===== src/rtl/hpdcache_l15_resp_router.sv =====
// Response router ahead of the L1.5 response demux: records the issuing port per transaction ID
// and steers buffered memory responses (2-entry FIFO) to that port.
module hpdcache_l15_resp_router #(
  parameter int unsigned N            = 2,
  parameter int unsigned ID_WIDTH     = 4,
  parameter int unsigned PORTID_WIDTH = 1,
  parameter int unsigned RESP_WIDTH   = 64
) (
  input  logic                      clk_i,
  input  logic                      rst_ni,
  input  logic                      req_valid_i,
  input  logic                      req_ready_i,
  input  logic [ID_WIDTH-1:0]       req_id_i,
  input  logic [PORTID_WIDTH-1:0]   req_portid_i,
  input  logic                      req_need_rsp_i,
  input  logic                      mem_resp_valid_i,
  output logic                      mem_resp_ready_o,
  input  logic [ID_WIDTH-1:0]       mem_resp_id_i,
  input  logic                      mem_resp_last_i,
  input  logic [RESP_WIDTH-1:0]     mem_resp_i,
  output logic                      resp_valid_o,
  input  logic                      resp_ready_i,
  output logic [ID_WIDTH-1:0]       resp_id_o,
  output logic [RESP_WIDTH-1:0]     resp_o,
  output logic [PORTID_WIDTH-1:0]   resp_sel_o,
  output logic [2**ID_WIDTH-1:0]    id_busy_o,
  output logic [ID_WIDTH:0]         outstanding_o,
  output logic                      alloc_err_o,
  output logic                      unexp_err_o
);

  localparam int unsigned NumIds = 2 ** ID_WIDTH;
  localparam int unsigned CntW   = ID_WIDTH + 1;

  if (2 ** PORTID_WIDTH < N) begin : g_param_check
    $error("PORTID_WIDTH is too narrow to encode N ports");
  end

  // Routing table and allocation state
  logic [PORTID_WIDTH-1:0] table_q [NumIds];
  logic [PORTID_WIDTH-1:0] table_d [NumIds];
  logic [NumIds-1:0]       busy_q, busy_d;
  logic [CntW-1:0]         cnt_q, cnt_d;
  logic                    alloc_err_q, alloc_err_d;
  logic                    unexp_err_q, unexp_err_d;

  // Response FIFO
  logic [RESP_WIDTH-1:0]   fifo_data_q [2];
  logic [RESP_WIDTH-1:0]   fifo_data_d [2];
  logic [ID_WIDTH-1:0]     fifo_id_q [2];
  logic [ID_WIDTH-1:0]     fifo_id_d [2];
  logic [PORTID_WIDTH-1:0] fifo_sel_q [2];
  logic [PORTID_WIDTH-1:0] fifo_sel_d [2];
  logic                    wr_ptr_q, wr_ptr_d;
  logic                    rd_ptr_q, rd_ptr_d;
  logic [1:0]              fcnt_q, fcnt_d;

  logic accept, hit, free, alloc, same_id, inc, push, pop;

  always_comb begin
    accept  = mem_resp_valid_i & mem_resp_ready_o;
    hit     = accept & busy_q[mem_resp_id_i];
    free    = hit & mem_resp_last_i;
    alloc   = req_valid_i & req_ready_i & req_need_rsp_i;
    // A final beat freeing the very ID being reallocated is a clean handover, not a collision
    same_id = free & (mem_resp_id_i == req_id_i);
    inc     = alloc & (~busy_q[req_id_i] | same_id);
    push    = hit;
    pop     = resp_valid_o & resp_ready_i;
  end

  always_comb begin
    table_d = table_q;
    busy_d  = busy_q;
    if (free) begin
      busy_d[mem_resp_id_i] = 1'b0;
    end
    if (alloc) begin
      table_d[req_id_i] = req_portid_i;
      busy_d[req_id_i]  = 1'b1;
    end
  end

  always_comb begin
    cnt_d = cnt_q;
    unique case ({inc, free})
      2'b10:   cnt_d = cnt_q + CntW'(1);
      2'b01:   cnt_d = cnt_q - CntW'(1);
      default: cnt_d = cnt_q;
    endcase
    alloc_err_d = alloc & busy_q[req_id_i] & ~same_id;
    unexp_err_d = accept & ~busy_q[mem_resp_id_i];
  end

  // The table is read with its registered value, so a same-cycle reallocation does not leak in
  always_comb begin
    fifo_data_d = fifo_data_q;
    fifo_id_d   = fifo_id_q;
    fifo_sel_d  = fifo_sel_q;
    wr_ptr_d    = wr_ptr_q ^ push;
    rd_ptr_d    = rd_ptr_q ^ pop;
    if (push) begin
      fifo_data_d[wr_ptr_q] = mem_resp_i;
      fifo_id_d[wr_ptr_q]   = mem_resp_id_i;
      fifo_sel_d[wr_ptr_q]  = table_q[mem_resp_id_i];
    end
    fcnt_d = fcnt_q;
    unique case ({push, pop})
      2'b10:   fcnt_d = fcnt_q + 2'd1;
      2'b01:   fcnt_d = fcnt_q - 2'd1;
      default: fcnt_d = fcnt_q;
    endcase
  end

  always_ff @(posedge clk_i or negedge rst_ni) begin
    if (!rst_ni) begin
      for (int i = 0; i < NumIds; i++) begin
        table_q[i] <= '0;
      end
      busy_q      <= '0;
      cnt_q       <= '0;
      alloc_err_q <= 1'b0;
      unexp_err_q <= 1'b0;
    end else begin
      table_q     <= table_d;
      busy_q      <= busy_d;
      cnt_q       <= cnt_d;
      alloc_err_q <= alloc_err_d;
      unexp_err_q <= unexp_err_d;
    end
  end

  always_ff @(posedge clk_i or negedge rst_ni) begin
    if (!rst_ni) begin
      for (int i = 0; i < 2; i++) begin
        fifo_data_q[i] <= '0;
        fifo_id_q[i]   <= '0;
        fifo_sel_q[i]  <= '0;
      end
      wr_ptr_q <= 1'b0;
      rd_ptr_q <= 1'b0;
      fcnt_q   <= 2'd0;
    end else begin
      fifo_data_q <= fifo_data_d;
      fifo_id_q   <= fifo_id_d;
      fifo_sel_q  <= fifo_sel_d;
      wr_ptr_q    <= wr_ptr_d;
      rd_ptr_q    <= rd_ptr_d;
      fcnt_q      <= fcnt_d;
    end
  end

  always_comb begin
    mem_resp_ready_o = (fcnt_q != 2'd2);
    resp_valid_o     = (fcnt_q != 2'd0);
    resp_o           = fifo_data_q[rd_ptr_q];
    resp_id_o        = fifo_id_q[rd_ptr_q];
    resp_sel_o       = fifo_sel_q[rd_ptr_q];
    id_busy_o        = busy_q;
    outstanding_o    = cnt_q;
    alloc_err_o      = alloc_err_q;
    unexp_err_o      = unexp_err_q;
  end

endmodule


===== config.mk =====
export PLATFORM = sky130hd
export DESIGN_NAME = hpdcache_l15_resp_router
export DESIGN_NICKNAME = d
export VERILOG_FILES = /design/src/rtl/hpdcache_l15_resp_router.sv
export SDC_FILE = /design/constraint.sdc
export NUM_CORES = 1
export LEC_CHECK = 0
export CORE_MARGIN = 3
export CORE_UTILIZATION = 35
export CTS_CLUSTER_DIAMETER = 100
export DETAILED_ROUTE_END_ITERATION = 8
export PLACE_DENSITY = 0.69
export REMOVE_ABC_BUFFERS = 1
export SLEW_MARGIN = 20
export SYNTH_ARGS = -nofsm -noshare
export SYNTH_HDL_FRONTEND = slang
export SYNTH_SLANG_ARGS = --single-unit

===== constraint.sdc =====
create_clock -name clk_i -period 3.5 [get_ports clk_i]
set_clock_uncertainty 0.15 [all_clocks]
set_input_delay 0.7 -clock clk_i [delete_from_list [all_inputs] [get_ports clk_i]]
set_output_delay 0.7 -clock clk_i [all_outputs]
set_load 0.01 [all_outputs]

==> results.cfg <==
[status]
outcome = complete, no violations

[yosys]
post_synth_fa_ha_maj_area_fraction_pct = 1.05
main_combinational_cell_family_by_area_after_synthesis = multiplexers
post_synthesis_share_of_cell_area_spent_on_and_or_nand_and_nor_gates_pct = 4.65
netlist-cell-type-count = 42
postSynth.topFlopCell = dfrtp_1
yosys-top-cells-count = mux2_2 (229), dfrtp_1 (181), nand2_1 (33)
synth_area_leader_cell = dfrtp_1
synth.mux.area_fraction_pct = 34.2
mappedNetlistArea_sq_um = 8340
synth_top_area_share_pct = 54.3
yosys_warnings = 0
ys_seq_elements = 181
synth_top_cells_by_area = dfrtp_1 (54%), mux2_2 (31%), mux4_2 (1.6%)
synth-async-reset-ratio_pct = 100
ys_seq_area_share_pct = 54.3
post-synth-top-count-cell = mux2_2
syn-instance-count = 593
area_fraction_in_compound_gates_after_synthesis_pct = 2.27
xor_and_xnor_fraction_of_the_mapped_netlist_area_pct = 1.58
synth_enable_flop_cells = 0
post_synth.cell_area_avg_sq_um = 14.1

[worst_setup_path]
critical_path_cell_by_cell = clkdlybuf4s50_1 -> or2b_1 -> o22ai_1 -> or2_2 -> o211a_1 -> nand2b_1 -> ha_2 -> buf_4 -> ha_1 -> a31oi_1 -> or2_2 -> a21oi_2 -> xor2_1
worst-r2r-cell-count = 12
critical_path.reg2reg.startpoint = fcnt_q[0]$_DFFE_PN0P_
crit-reg2reg-capture = outstanding_o[4]$_DFFE_PN0P_
timing.critical_path.required_ns = 3.69
startpoint_type = input port
worst_setup_path_type = input port to flop
r2r_slack_ns = 0.48
max_stage_delay_ns = 0.65
worstPathMaxFanout = 7
cp_data_arrival_time_ns = 3.65
cp_startpoint = mem_resp_id_i[3]
end_kind = flop
critical-path-top-cell-by-count = or2_2
timing.critical_path.slowest_stage_cell = clkdlybuf4s50_1

[detailed_routing]
detailroute.via_count = 5545
route.detailed.vias_per_inst = 4.91
avgRoutedWirePerCell_um = 17.0
totalWireLength_um = 19200
drc_errors = 0
firstDrtPassIters = 4
detail-route-antenna-nets = 0
drt_first_iter_violations = 174

[die]
die_area_sq_um = 25700
floorplan.core_area_sq_um = 23100
core.rowCount = 55
die_h_um = 160
io-pin-count = 175
initial_utilization_pct = 36.2
die_width_um = 160

[cells_and_area]
fin_util_pct = 49.9
antenna_cells_inserted = 0
fillerInstances = 2011
design_area_sq_um = 11500
design.final.nets = 892
post_route_cells_drive_above_1_share_pct = 41.0
area_delta_synth_final_pct = 37.9
final-instance-count-excl-fill = 1130

[place]
detailedPlace.worstSlack_ns = -0.453
dp_hpwl_um = 13400
post-place-cells = 1096
io_buffers = 174
gp_routability_congestion = 0.857
placed_cell_area_sq_um = 10800

[clock_network]
ctsRootBufferMaster = clkbuf_16
cts_tree = built
cts-htree-levels = 4
cts_max_path_buffers = 2
clkLatencyLatePin_ns = 0.42
clk_pin_slew_ns = 0.08
cts_num_sinks = 181
cts_made_buffers = 17

[timing]
slew_headroom_pct = 56.6
period_minus_slack_ns = 3.46
worst-slew-pin-transition_ns = 0.650
fin_crit_sh_pct = 98.7
timing.fmax_mhz = 289
finalHoldViolCount = 0
total_negative_setup_slacks_ns = 0
setup_violations = 0
drv_slew = 0
timing.final.ws_setup_ns = 0.0439

[power_and_ir_drop]
pwr_density_cell_nw_per_um2 = 848
p_leak_nw = 4.89
ir_drop_worst_vdd_uv = 422

[global_routing]
grt_util_all_layers_pct = 15.3
grt_pass1_wl_um = 31900
number_of_antenna_violations_at_the_first_check_in_global_routing = 0
grt_remaining_overflow = 0
first_global_vias = 6105
grt_start_max_net_pins = 73

[min_path]
min-delay-path-class = input port to asynchronous set/reset pin

[job]
max-cap-violations = 0
==> critical path, delay by kind of cell <==
family,cells,cell delay (ns)
AO/OA/AOI/OAI,4,0.57
XOR/XNOR,1,0.15
adder cells (fa/ha/maj),2,0.46
buffers and inverters,2,0.80
AND/OR/NAND/NOR,4,0.96
==> kinds of logic (layout without fill, tap and decap cells) <==
| kind of cell | Yosys count | in the layout |
|---|---|---|
| AND/OR/NAND/NOR | 76 | 76 |
| multiplexers | 244 | 244 |
| AO/OA/AOI/OAI | 32 | 32 |
| buffers and inverters | 38 | 262 |
| flip-flops | 181 | 181 |
| adder cells (fa/ha/maj) | 7 | 7 |
| XOR/XNOR | 15 | 15 |
==> report_power, final <==
| part | switching [W] | internal [W] |
|---|---|---|
| Sequential | 0.000565 | 0.00302 |
| Clock | 0.000890 | 0.00104 |
| Combinational | 0.00149 | 0.00274 |
| Total | 0.00295 | 0.00680 |
==> state kept, by name (all words and copies together), names as in the netlist <==
signal and flops:
rd_ptr_q 1, unexp_err_o 1, alloc_err_o 1, table_q 16
fcnt_q 2, outstanding_o 5, fifo_id_q 8, id_busy_o 16
fifo_sel_q 2, fifo_data_q 128, wr_ptr_q 1
==> worst max-delay path by stage <==
stage | to
after floorplan | fifo_data_q[100]$_DFFE_PN0P_
after global placement | outstanding_o[4]$_DFFE_PN0P_
after detailed placement | outstanding_o[4]$_DFFE_PN0P_
after CTS | outstanding_o[4]$_DFFE_PN0P_
after global routing | outstanding_o[4]$_DFFE_PN0P_
final | outstanding_o[4]$_DFFE_PN0P_
==> cell usage in the layout, fill, tap and decap left out, types with 4 or more instances in the layout <==
master             n
mux2_2           229
dfrtp_1          180
clkdlybuf4s50_1  171
buf_4             41
nand2_1           33
o21ai_0           19
clkbuf_16         17
xor2_1            12
buf_12             9
nand3_1            8
mux2i_1            6
mux4_2             6
nand2b_1           5
nor2_1             5
or2_2              4
inv_1              4
==> repair_timing <==
item | in CTS | in global routing
setup buffers | 0 | 1
hold buffers | 0 | 0
gates resized for setup | 0 | 10
setup endpoints to repair | 0 | 1
==> routing by layer <==
layer / wire length, um / share of wire (%) / GRT usage (%) / up-vias
met5: 0 / 0 / 0 / -
met4: 309 / 1.6 / 4.50 / 0
met3: 1170 / 6.1 / 4.80 / 23
met2: 9300 / 48 / 25.0 / 161
met1: 8440 / 44 / 19.6 / 2809
li1: - / - / - / 2552
==> metrics by stage <==
stage	hold WS (ns)	total power [W]
CTS	0.114	0.00991
finish	0.0821	0.00975
floorplan	0.254	0.00579
global route	0.111	0.0104
global placement	0.327	0.00784
detailed placement	0.334	0.00791
==> final cells by class <==
| class | instances | area (sq um) | share of cell area, % |
|---|---|---|---|
| flip-flops and latches | 181 | 4530 | 39.4 |
| clock buffers | 18 | 439 | 3.82 |
| clock inverters | 14 | 164 | 1.43 |
| inverters | 4 | 15.0 | 0.131 |
| well taps | 313 | 392 | 3.41 |
| multi-input cells | 374 | 3700 | 32.2 |
| repair buffers | 226 | 2250 | 19.6 |
Power figures use the tool's default switching activity.
